==> src/rtl/prime_pkg.sv <==
// Shared constants and FSM encoding for the nth-prime finder and the prime scanner.
package prime_pkg;

  localparam int unsigned DEFAULT_WIDTH     = 11;
  localparam int unsigned DEFAULT_IDX_WIDTH = 8;
  localparam int unsigned PRIME_MAX_VALUE   = 1000;

  typedef enum logic [2:0] {
    sIdle,
    sTest,
    sCheck,
    sMod,
    sNext,
    sDone
  } state_t;

endpackage

==> src/rtl/mod_unit.sv <==
// Iterative restoring shift-subtract remainder; remainder valid with modDone, WIDTH+1 cycles
// after modStart. The divisor is never zero in this design.
module mod_unit
  import prime_pkg::*;
#(
  parameter int unsigned WIDTH = DEFAULT_WIDTH
) (
  input  logic             clk,
  input  logic             rst,
  input  logic             modStart,
  input  logic [WIDTH-1:0] dividend,
  input  logic [WIDTH-1:0] divisor,
  output logic [WIDTH-1:0] remainder,
  output logic             modDone
);

  localparam int unsigned CntW = $clog2(WIDTH + 1);

  logic [WIDTH-1:0] dvd_q;
  logic [WIDTH-1:0] dsr_q;
  logic [WIDTH-1:0] rem_q;
  logic [CntW-1:0]  cnt_q;
  logic             active_q;
  logic [WIDTH:0]   shifted;
  logic [WIDTH-1:0] rem_nx;

  // Partial remainder stays below the divisor, so one extra bit covers the shift.
  always_comb begin
    shifted = {rem_q, dvd_q[WIDTH-1]};
    rem_nx  = shifted[WIDTH-1:0];
    if (shifted >= {1'b0, dsr_q}) begin
      rem_nx = WIDTH'(shifted - {1'b0, dsr_q});
    end
  end

  always_ff @(posedge clk) begin
    if (rst) begin
      dvd_q     <= '0;
      dsr_q     <= '0;
      rem_q     <= '0;
      cnt_q     <= '0;
      active_q  <= 1'b0;
      remainder <= '0;
      modDone   <= 1'b0;
    end else begin
      modDone <= 1'b0;
      if (modStart) begin
        dvd_q    <= dividend;
        dsr_q    <= divisor;
        rem_q    <= '0;
        cnt_q    <= CntW'(WIDTH);
        active_q <= 1'b1;
      end else if (active_q) begin
        dvd_q <= dvd_q << 1;
        rem_q <= rem_nx;
        cnt_q <= cnt_q - CntW'(1);
        if (cnt_q == CntW'(1)) begin
          active_q  <= 1'b0;
          remainder <= rem_nx;
          modDone   <= 1'b1;
        end
      end
    end
  end

endmodule

==> src/rtl/nth_prime_finder.sv <==
// Finds the Nth prime by trial division over odd candidates up to MAX_VALUE.
// Optional prime stream outputs are enabled by defining PRIME_STREAM_EN.
module nth_prime_finder
  import prime_pkg::*;
#(
  parameter int unsigned WIDTH     = DEFAULT_WIDTH,
  parameter int unsigned IDX_WIDTH = DEFAULT_IDX_WIDTH,
  parameter int unsigned MAX_VALUE = PRIME_MAX_VALUE
) (
  input  logic                 clk,
  input  logic                 rst,
  input  logic                 start,
  input  logic [IDX_WIDTH-1:0] nTarget,
  output logic                 busy,
  output logic                 done,
  output logic [WIDTH-1:0]     nthPrime,
  output logic                 notFound,
  output logic [WIDTH-1:0]     candidate,
  output logic [IDX_WIDTH-1:0] primesFound
`ifdef PRIME_STREAM_EN
  ,
  output logic                 primeStrobe,
  output logic [WIDTH-1:0]     primeValue
`endif
);

  localparam logic [WIDTH-1:0] MaxVal = WIDTH'(MAX_VALUE);

  state_t               state;
  logic [IDX_WIDTH-1:0] target;
  logic [WIDTH-1:0]     divisor;
  logic                 mod_start;
  logic [WIDTH-1:0]     remainder;
  logic                 mod_done;
  logic [IDX_WIDTH-1:0] count_inc;
  logic [2*WIDTH-1:0]   div_sq;
  logic [WIDTH-1:0]     next_cand;
  logic                 found_prime;

  mod_unit #(
    .WIDTH(WIDTH)
  ) u_mod (
    .clk      (clk),
    .rst      (rst),
    .modStart (mod_start),
    .dividend (candidate),
    .divisor  (divisor),
    .remainder(remainder),
    .modDone  (mod_done)
  );

  always_comb begin
    count_inc   = primesFound + IDX_WIDTH'(1);
    div_sq      = {{WIDTH{1'b0}}, divisor} * {{WIDTH{1'b0}}, divisor};
    next_cand   = (candidate == WIDTH'(2)) ? WIDTH'(3) : candidate + WIDTH'(2);
    found_prime = ((state == sTest) && (candidate == WIDTH'(2))) ||
                  ((state == sCheck) && (div_sq > {{WIDTH{1'b0}}, candidate}));
  end

  always_ff @(posedge clk) begin
    if (rst) begin
      state       <= sIdle;
      target      <= '0;
      divisor     <= '0;
      mod_start   <= 1'b0;
      busy        <= 1'b0;
      done        <= 1'b0;
      nthPrime    <= '0;
      notFound    <= 1'b0;
      candidate   <= '0;
      primesFound <= '0;
`ifdef PRIME_STREAM_EN
      primeStrobe <= 1'b0;
      primeValue  <= '0;
`endif
    end else begin
      done      <= 1'b0;
      mod_start <= 1'b0;
`ifdef PRIME_STREAM_EN
      primeStrobe <= 1'b0;
`endif
      if (found_prime) begin
        primesFound <= count_inc;
`ifdef PRIME_STREAM_EN
        primeStrobe <= 1'b1;
        primeValue  <= candidate;
`endif
        if (count_inc == target) begin
          nthPrime <= candidate;
          state    <= sDone;
        end else begin
          state <= sNext;
        end
      end else begin
        unique case (state)
          sIdle: begin
            if (start) begin
              target      <= nTarget;
              busy        <= 1'b1;
              nthPrime    <= '0;
              notFound    <= 1'b0;
              primesFound <= '0;
              if (nTarget == '0) begin
                notFound <= 1'b1;
                state    <= sDone;
              end else begin
                candidate <= WIDTH'(2);
                state     <= sTest;
              end
            end
          end
          sTest: begin
            divisor <= WIDTH'(3);
            state   <= sCheck;
          end
          sCheck: begin
            mod_start <= 1'b1;
            state     <= sMod;
          end
          sMod: begin
            if (mod_done) begin
              if (remainder == '0) begin
                state <= sNext;
              end else begin
                divisor <= divisor + WIDTH'(2);
                state   <= sCheck;
              end
            end
          end
          sNext: begin
            if (next_cand > MaxVal) begin
              notFound <= 1'b1;
              nthPrime <= '0;
              state    <= sDone;
            end else begin
              candidate <= next_cand;
              state     <= sTest;
            end
          end
          sDone: begin
            done  <= 1'b1;
            busy  <= 1'b0;
            state <= sIdle;
          end
          default: state <= sIdle;
        endcase
      end
    end
  end

endmodule

==> config.mk <==
export PLATFORM = sky130hd
export DESIGN_NAME = nth_prime_finder
export DESIGN_NICKNAME = d
export VERILOG_FILES = /design/src/rtl/prime_pkg.sv /design/src/rtl/mod_unit.sv /design/src/rtl/nth_prime_finder.sv
export SDC_FILE = /design/constraint.sdc
export NUM_CORES = 1
export LEC_CHECK = 0
export BUFFER_PORTS_ARGS = -buffer_cell sky130_fd_sc_hd__buf_4
export CELL_PAD_IN_SITES_DETAIL_PLACEMENT = 1
export CELL_PAD_IN_SITES_GLOBAL_PLACEMENT = 1
export CORE_UTILIZATION = 48
export CTS_CLUSTER_DIAMETER = 60
export CTS_CLUSTER_SIZE = 10
export DETAILED_ROUTE_END_ITERATION = 16
export GPL_ROUTABILITY_DRIVEN = 0
export GPL_TIMING_DRIVEN = 0
export HOLD_SLACK_MARGIN = 0.03
export PLACE_DENSITY = 0.83
export SLEW_MARGIN = 10
export SYNTH_ARGS = -nofsm -noshare
export SYNTH_HDL_FRONTEND = slang
export SYNTH_HIERARCHICAL = 1
export SYNTH_SLANG_ARGS = --single-unit
==> constraint.sdc <==
create_clock -name clk -period 9.82 [get_ports clk]
set_clock_uncertainty 0.2 [all_clocks]
set_input_delay 0.982 -clock clk [delete_from_list [all_inputs] [get_ports clk]]
set_output_delay 0.982 -clock clk [all_outputs]
set_load 0.005 [all_outputs]
* Yosys cells after proc, flatten, opt, wreduce, memory -nomap -nowiden
Index checks and enable logic that the tools add are counted.
Storage, ports and cells: input bits 11, output and inout port bits 33, register bits after elaboration 106, word-level logic and storage cells 114
Operators by class: bitwise gates (word level) 3, eq/ne operators 18, magnitude comparators 3, add/subtract/negate cells 5, reductions and logical operators 25, multipliers 1, multiplexer cells 41
Operators by type and width (count):
- $mux W11 | 13
- $pmux W11 S2 | 3
- $mux W8 | 3
- $add A11 B2 Y11 const B | 2
- $gt A22 B11 Y1 | 1
- $mul A11 B11 Y22 | 1
- $mux W3 | 6
- $pmux W3 S5 | 1
- $ge A12 B11 Y1 | 1
- $reduce_and A4 Y1 | 3
- $reduce_bool A2 Y1 | 6
- $eq A11 B2 Y1 const B | 1
- $gt A11 B10 Y1 const B | 1
- $logic_not A11 Y1 | 1
- $mux W1 | 11
- $sub A11 B11 Y11 | 1
- $ne A2 B2 Y1 const B | 5
- $reduce_and A3 Y1 | 3
- $add A8 B1 Y8 const B | 1
- $eq A8 B8 Y1 | 1
- $logic_not A8 Y1 | 1
- $mux W4 | 2
- $eq A3 B2 Y1 const B | 2
- $eq A3 B3 Y1 const B | 2
- 16 further kinds | 24

* Longest topological paths before layout
Gate-level depths: netlist of the first run.
word-level depth 6, gate-level depth with buffers 29, mapped depth without buffers 27

* Modules after synthesis
The synthesis of the first run kept the hierarchy.
By module, submodules not included:
- nth_prime_finder | cells an instance 828, area each 6706.4 um^2, instances 1, sequential area each 1121.1 um^2
- mod_unit | cells an instance 332, area each 2808.9 um^2, instances 1, sequential area each 1001.0 um^2

* Worst setup path after synthesis of the first run
No wires, ideal clock.
path type register to register, start reg divisor[0], end reg nthPrime[0], buffers on the path 1, library setup time 0.128 ns, cell stages (with the launch flop) 27, period minus slack after synthesis 6.937 ns, slack 2.883 ns, arrival time 6.609 ns, path through dfxtp_1 clkinv_1 nor2_1 inv_1 fa_1 fa_1 inv_1 ha_1 fa_1 inv_1 fa_1 inv_1 ha_1 a21oi_1 nand2_1 xor2_1 ha_1 nand4_1 or3_1 o211a_1 a31o_1 a2111oi_4 o2111ai_4 o21ai_4 buf_6 mux2i_1 nor2_1
Between the ends: word-level cells in the longest chain between the ends 6
RTL lines:
- start, declared | line nth_prime_finder.sv:31 | logic [WIDTH-1:0] divisor;
- start signal, assigned | line nth_prime_finder.sv:125 | divisor <= divisor + WIDTH'(2);
- $mul A11 B11 Y22 (*) | line nth_prime_finder.sv:54 | div_sq = {{WIDTH{1'b0}}, divisor} * {{WIDTH{1'b0}}, divisor};
- $gt A22 B11 Y1 (*) | line nth_prime_finder.sv:57 | ((state == sCheck) && (div_sq > {{WIDTH{1'b0}}, candidate}));
- $logic_and A1 B1 Y1 (*) | line nth_prime_finder.sv:57
- $logic_or A1 B1 Y1 (*) | line nth_prime_finder.sv:56 | found_prime = ((state == sTest) && (candidate == WIDTH'(2))) ||
- $ne A3 B3 Y1 (no source line), or another cell as far along
- $reduce_and A4 Y1 (no source line)
- end signal, assigned | line nth_prime_finder.sv:89 | nthPrime <= candidate;
- end, declared | line nth_prime_finder.sv:16 | output logic [WIDTH-1:0] nthPrime,
Mark *: on every way between the ends. The rest lies on a longest branch, timed or not. A chain may end at the register's enable or synchronous reset.

* Final worst setup path of the first run
Ends and elaborated chain as after synthesis.

==> metrics.md, run 1 <==
| Metric | Value |
|---|---|
| Most common cell after layout, fill and taps aside | `inv_1` |
| Final worst path period share | `0.832` |
| Highest-count cells in the layout ignoring fill and taps | `inv_1, nor2_1, dfxtp_1, nand2_1, ha_1` |
| Cell variety after synth | `84` |
| Crit path max-delay cell type | `fa_1` |
| Critical Path Max Stage Delay | `0.58 ns` |
| Core area | `19500 um2` |
| Syn_area_per_cell | `8.20 um2` |
| Status | `finished, final reports clean` |
| Worst setup path category | `flop to flop` |
| Clock root cell | `clkbuf_16` |
| Postcts setup bufs | `0` |
| Die W | `143 um` |
| Global-route wire length before repair | `45400 um` |
| Syn_nets | `1312` |
| Post-route setup TNS | `0 ns` |
| CP required | `9.84 ns` |
| DRC | `0` |
| Comb pwr share | `0.457` |
| Avg WL per Cell | `18.6 um` |
| Switch Pwr | `0.690 mW` |
| Clock network power share | `0.224` |
| Met3 Usage GRT | `0.0305` |
| PD cells | `154 nW/um2` |
| Max-Cap Viols | `0` |
| Leak | `4.68 nW` |
| Post-Syn Instances | `1160` |
| Nets | `1366` |
| Share of post-route cells with drive strength above 1 | `0.0878` |
| Max-slew violation count | `0` |
| Diodes inserted | `0` |
| Cell Area, Synth | `9520 um2` |
| Clock tree buffer depth | `2` |
| Worst-path fanout max | `10` |
| Peak supply drop | `111 uV` |
| Critical path data arrival time | `8.18 ns` |
| Input/output buffers | `43` |
| Final setup vio count | `0` |
| Antenna violations before repair | `0` |
| FP Rows | `51` |
| Startpoint Class | `flop` |
| GRT Resource Usage Total | `0.284` |
| Worst hold path type | `flop to flop` |
| Total CTS buffers | `9` |
| Drt pass-1 iters | `5` |
| # IOs | `44` |
| RSZ-0062 raised after global routing | `false` |
| Antenna-violating nets left | `0` |
| Final Hold Vio Count | `0` |
| Clk Latency, worst-skew pair | `0.35 ns` |
| Worst slew pin tran | `1.01 ns` |
| Post-synthesis sequential area ratio | `0.223` |
| Slew margin rel. | `0.313` |
| Ys flop type | `dfxtp_1` |
| Syn-to-layout area delta | `9.93%` |
| Met1 Use GR | `0.365` |
| FF+latch count, synth | `106` |
| Warnings from Yosys | `6` |
| Async SR Flop Fraction | `0` |
| Total wire length | `27500 um` |
| Sw frac | `0.428` |
| Number of synthesized flops with an enable pin | `0` |
| CTS sink cnt | `106` |
| Period minus WS final | `8.17 ns` |
| Avg Vias per Cell | `5.73` |
| Final hold slack | `0.255 ns` |
| Met2 usage | `0.504` |
| H-tree levels | `3` |
| Vias in the first global route | `8896` |
| Largest net degree at the start of global routing | `19` |
| Starting Density | `0.489` |
| TritonCTS clock tree | `done` |
| Hold buffers post-CTS | `0` |
| Sequential Power Share | `0.319` |
| Internal | `0.922 mW` |
| Gr busiest metal | `met2` |
| Clock-pin slew of the registers on the worst-case setup and hold paths | `0.08 ns` |
| Achievable Freq | `122 MHz` |
| Critical Path End Type | `flop` |
| Die area | `20400 um2` |
| Vias | `8499` |
| DR iter-0 viols | `409` |
| Overflow after GRT | `0` |
| HPWL after DPL | `21500 um` |
| Die height | `143 um` |
| Resize count post-CTS | `0` |
==> metrics by stage <==
step / worst slack [ns] / area [um2] / util / instances / power (mW)
final: 1.65 / 10500 / 0.537 / 1484 / 1.61
after global routing: 1.22 / 10500 / 0.537 / 1484 / 1.71
after CTS: 1.70 / 10500 / 0.537 / 1484 / 1.61
after detailed placement: 1.72 / 10200 / 0.523 / 1468 / 1.25
after global placement: 1.81 / 10200 / 0.523 / 1468 / 1.23
after floorplan: 2.88 / 9520 / - / 1160 / 1.05
==> cells by family (layout without fill, tap and decap cells) <==
family | count (synthesis) | after routing | share of synthesized area
XOR/XNOR | 38 | 38 | 0.0350
adder cells (fa/ha/maj) | 141 | 141 | 0.237
multiplexers | 39 | 39 | 0.0416
buffers and inverters | 210 | 269 | 0.0905
AO/OA/AOI/OAI | 229 | 229 | 0.166
AND/OR/NAND/NOR | 397 | 397 | 0.208
flip-flops | 106 | 106 | 0.223
==> layer usage <==
layer | up-vias | wire length, um
met5 | - | 0
met4 | 0 | 504
met3 | 43 | 946
met2 | 176 | 13900
met1 | 4214 | 12200
li1 | 4066 | -
==> cell usage after synthesis (3+ instances only) <==
cell type  number  area [um2]
clkbuf_8        4        55.1
nand3b_1        4        30.0
nor2_1        128         480
nor3b_1         4        30.0
buf_1           4        15.0
clkbuf_1       43         161
fa_1           65        1300
a31oi_1         3        18.8
nand3_1        28         140
nor4_1         10        62.6
or4_1          10        75.1
dfxtp_1       106        2120
a21oi_1        68         340
or3_1           7        43.8
mux2_2          4        45.0
nor3_1         17        85.1
or2_2           5        31.3
inv_1         150         563
o21ai_0        37         185
a311oi_1        3        26.3
a21oi_2         5        43.8
nand4_1        19         119
o21a_1         13        97.6
nand4b_1        5        43.8
a211oi_2        3        37.5
a211oi_1       12        90.1
nor2b_1         8        50.1
ha_1           76         951
a311o_1         7        70.1
o21ai_1        10        50.1
o211ai_1       14         105
nor4b_1         5        43.8
nand2_1        96         360
buf_6           3        33.8
mux2i_1        35         350
xor2_1         18         158
and3_1         16         100
a21o_1          9        67.6
xnor2_1        20         175
and2_1         17         106
o31ai_1         5        37.5
nand2b_1        7        43.8
==> registers in the layout, indices dropped and copies added, names as in the netlist, 8 cells and up <==
| signal | count |
|---|---|
| u_mod/dsr_q | 11 |
| u_mod/remainder | 11 |
| u_mod/dvd_q | 11 |
| primesFound | 8 |
| nthPrime | 11 |
| u_mod/rem_q | 11 |
| candidate | 11 |
| target | 8 |
| divisor | 11 |
==> layout make-up <==
cell class	instances	area (um2)
fillers	2447	9000
multi-input cells	844	6530
flip-flops and latches	106	2120
inverters	152	571
well taps	265	332
repair buffers	43	323
plain buffers	58	290
clock buffers	11	243
clock inverters	5	47.5
==> power by group through the flow <==
stage / Combinational (mW) / Sequential [mW] / Clock [mW]
global placement: 0.711 / 0.523 / 0
global route: 0.799 / 0.520 / 0.386
detailed placement: 0.723 / 0.523 / 0
finish: 0.737 / 0.514 / 0.361
CTS: 0.731 / 0.514 / 0.365
floorplan: 0.538 / 0.508 / 0
==> worst max-delay path, delay by kind of cell, from the launching register on <==
kind / cells / cell delay, ns
buf+inv: 6 / 0.81
compound gates: 6 / 1.89
flops: 1 / 0.53
xor+xnor: 1 / 0.20
fa+ha+maj: 7 / 3.20
simple gates: 5 / 1.03
mux: 1 / 0.19
==> final timing paths <==
path                            startpoint     endpoint  slack, ns  depth (start not counted)
worst max-delay path            divisor[0]  nthPrime[0]       1.65                         26
worst min-delay path              notFound     notFound       0.25                          2
worst max register to register  divisor[0]  nthPrime[0]       1.65                         26
worst min register to register    notFound     notFound       0.25                          2
No activity file was read; power rests on OpenSTA's default activity.
==> run 2: changes to the inputs <==
- CORE_UTILIZATION: 48 -> 43
- PLACE_DENSITY: 0.83 -> 0.78
- clock period: 9.82 -> 6.8 ns (I/O delays scaled with it)
==> run 2 against run 1 <==
The flow now finishes with violations (negative setup slack). Via count increased by 1.7%. Non-clock buffer count grew 30. Global-route usage is 1.6 points lower. Register-to-register slack worse by 1.7 ns. Sequential power is 44% higher. Hold slack got worse by 0.0052 ns. Combinational power grew 52%. Setup slack got worse by 1.7 ns. Core utilization shrank 2.9 points. Final area rose by 5.7%. Fmax rose by 20%. Largest cell class unchanged.
==> metrics.md, run 2 (synthesis gave the netlist of run 1 again) <==
| Metric | Value |
|---|---|
| Total CTS buffers | `9` |
| Worst Slack Setup Final | `-0.0186 ns` |
| Critical Path End Type | `flop` |
| Largest net degree at the start of global routing | `20` |
| Vias | `8646` |
| Achievable Freq | `147 MHz` |
| Diodes inserted | `0` |
| Clock network power share | `0.243` |
| Peak supply drop | `135 uV` |
| Syn-to-layout area delta | `16.2%` |
| Die area | `22700 um2` |
| Starting Density | `0.437` |
| CP required | `6.83 ns` |
| Sw frac | `0.416` |
| Final setup vio count | `3` |
| Status | `finished, violations left` |
| Most used cell along the critical path | `fa_1` |
| Vias in the first global route | `9022` |
| FF-to-FF Start | `divisor[7]` |
| # IOs | `44` |
| FP Rows | `54` |
| Delay-heaviest family, CP | `adder cells` |
| Max-slew violation count | `0` |
| Sequential Power Share | `0.301` |
| Drt pass-1 iters | `5` |
| Final Hold Vio Count | `0` |
| WP buf/inv | `6` |
| Input/output buffers | `43` |
| Final hold slack | `0.249 ns` |
| RSZ-0062 raised after global routing | `true` |
| Critical path data arrival time | `6.85 ns` |
| Highest-count cells in the layout ignoring fill and taps | `inv_1, nor2_1, dfxtp_1, nand2_1, buf_4` |
| Worst slew pin tran | `0.969 ns` |
| H-tree levels | `3` |
| PD cells | `222 nW/um2` |
| Worst-path fanout max | `6` |
| Clock tree buffer depth | `2` |
| DRC | `0` |
| Die W | `151 um` |
| Failing checks | `negative setup slack` |
| Share of post-route cells with drive strength above 1 | `0.158` |
| Crit path from | `divisor[7]` |
| CTS sink cnt | `106` |
| Post-layout util | `0.508` |
| Clock root cell | `clkbuf_16` |
| Clock-pin slew of the registers on the worst-case setup and hold paths | `0.08 ns` |
| Crit path max-delay cell type | `fa_1` |
| Comb pwr share | `0.456` |
| TritonCTS clock tree | `done` |
| Worst hold path type | `flop to flop` |
| Max-Cap Viols | `0` |
| Slew margin rel. | `0.353` |
| Leak | `4.92 nW` |
| Power Total | `2.45 mW` |
| Internal | `1.43 mW` |
| GRT Resource Usage Total | `0.268` |
| Hold Startpoint | `notFound` |
| Global-route wire length before repair | `47400 um` |
| HPWL after DPL | `21700 um` |
| Critical Path Max Stage Delay | `0.54 ns` |
| Final worst path period share | `1.00` |
| Switch Pwr | `1.02 mW` |
| Avg WL per Cell | `19.2 um` |
| DR iter-0 viols | `346` |
| Avg Vias per Cell | `5.66` |
| Die height | `151 um` |
| Hold buffers post-CTS | `0` |
| Pre-CTS WS | `-1.21 ns` |
| Clk Latency, worst-skew pair | `0.36 ns` |
| Startpoint Class | `flop` |
| Antenna violations before repair | `0` |
| Worst setup path category | `flop to flop` |
| Overflow after GRT | `0` |
| Total wire length | `29300 um` |
| Most common cell after layout, fill and taps aside | `inv_1` |
| Core area | `21800 um2` |
| Antenna-violating nets left | `0` |
| Period minus WS final | `6.82 ns` |
| Nets | `1396` |
[run 2: cell count changes in the layout (fill, tap and decap cells not counted), moves of 6 or more]
| cell | change |
|---|---|
| clkbuf_1 | -10 |
| inv_2 | +7 |
| inv_1 | -12 |
| dfxtp_4 | +10 |
| nand2_1 | -6 |
| buf_4 | +32 |
| dfxtp_1 | -11 |
[run 2: what timing repair did]
item	CTS	global route
setup buffers	20	14
cloned	1	0
setup endpoints to repair	34	34
resized for setup	49	31
pin swaps	11	24
[run 2: stage by stage]
step | area (um2) | std cells | TNS [ns]
finish | 11100 | 1528 | -0.0389
global route | 11100 | 1528 | -5.07
CTS | 10900 | 1514 | 0
detailed placement | 10200 | 1483 | -36.53
global placement | 10200 | 1483 | -30.31
floorplan | 9530 | 1160 | 0
[run 2: worst paths after layout]
kind,depth (start not counted),end,slack (ns)
setup / recovery,27,nthPrime[1],-0.02
hold / removal,2,notFound,0.25
setup reg to reg,27,nthPrime[1],-0.02
hold reg to reg,2,notFound,0.25
[run 2: final cells by class]
cell class	instances	area [um2]
Inverter	152	594
Multi-Input combinational cell	844	6710
Clock buffer	9	225
Buffer	53	329
Sequential cell	106	2160
Clock inverter	6	105
Fill cell	2627	10700
Tap cell	280	350
Timing Repair Buffer	78	584
[run 2: tightest hold or removal path, cell delays in order, from the launching register on]
cell     delay, ns
dfxtp_1       0.31
inv_1         0.05
a21oi_1       0.05
[run 2: layer usage]
| layer | vias to the layer above | wire length, um | GRT usage |
|---|---|---|---|
| met5 | - | 0 | 0 |
| met4 | 0 | 730 | 0.0865 |
| met3 | 45 | 975 | 0.0361 |
| met2 | 161 | 14800 | 0.469 |
| met1 | 4307 | 12800 | 0.337 |
| li1 | 4133 | - | - |
[run 2: power by group through the flow]
| stage | clock [mW] | sequential [mW] | combinational, mW |
|---|---|---|---|
| after floorplan | 0 | 0.734 | 0.781 |
| after global placement | 0 | 0.755 | 1.04 |
| after detailed placement | 0 | 0.756 | 1.05 |
| after CTS | 0.605 | 0.737 | 1.10 |
| after global routing | 0.630 | 0.746 | 1.22 |
| final | 0.596 | 0.738 | 1.12 |
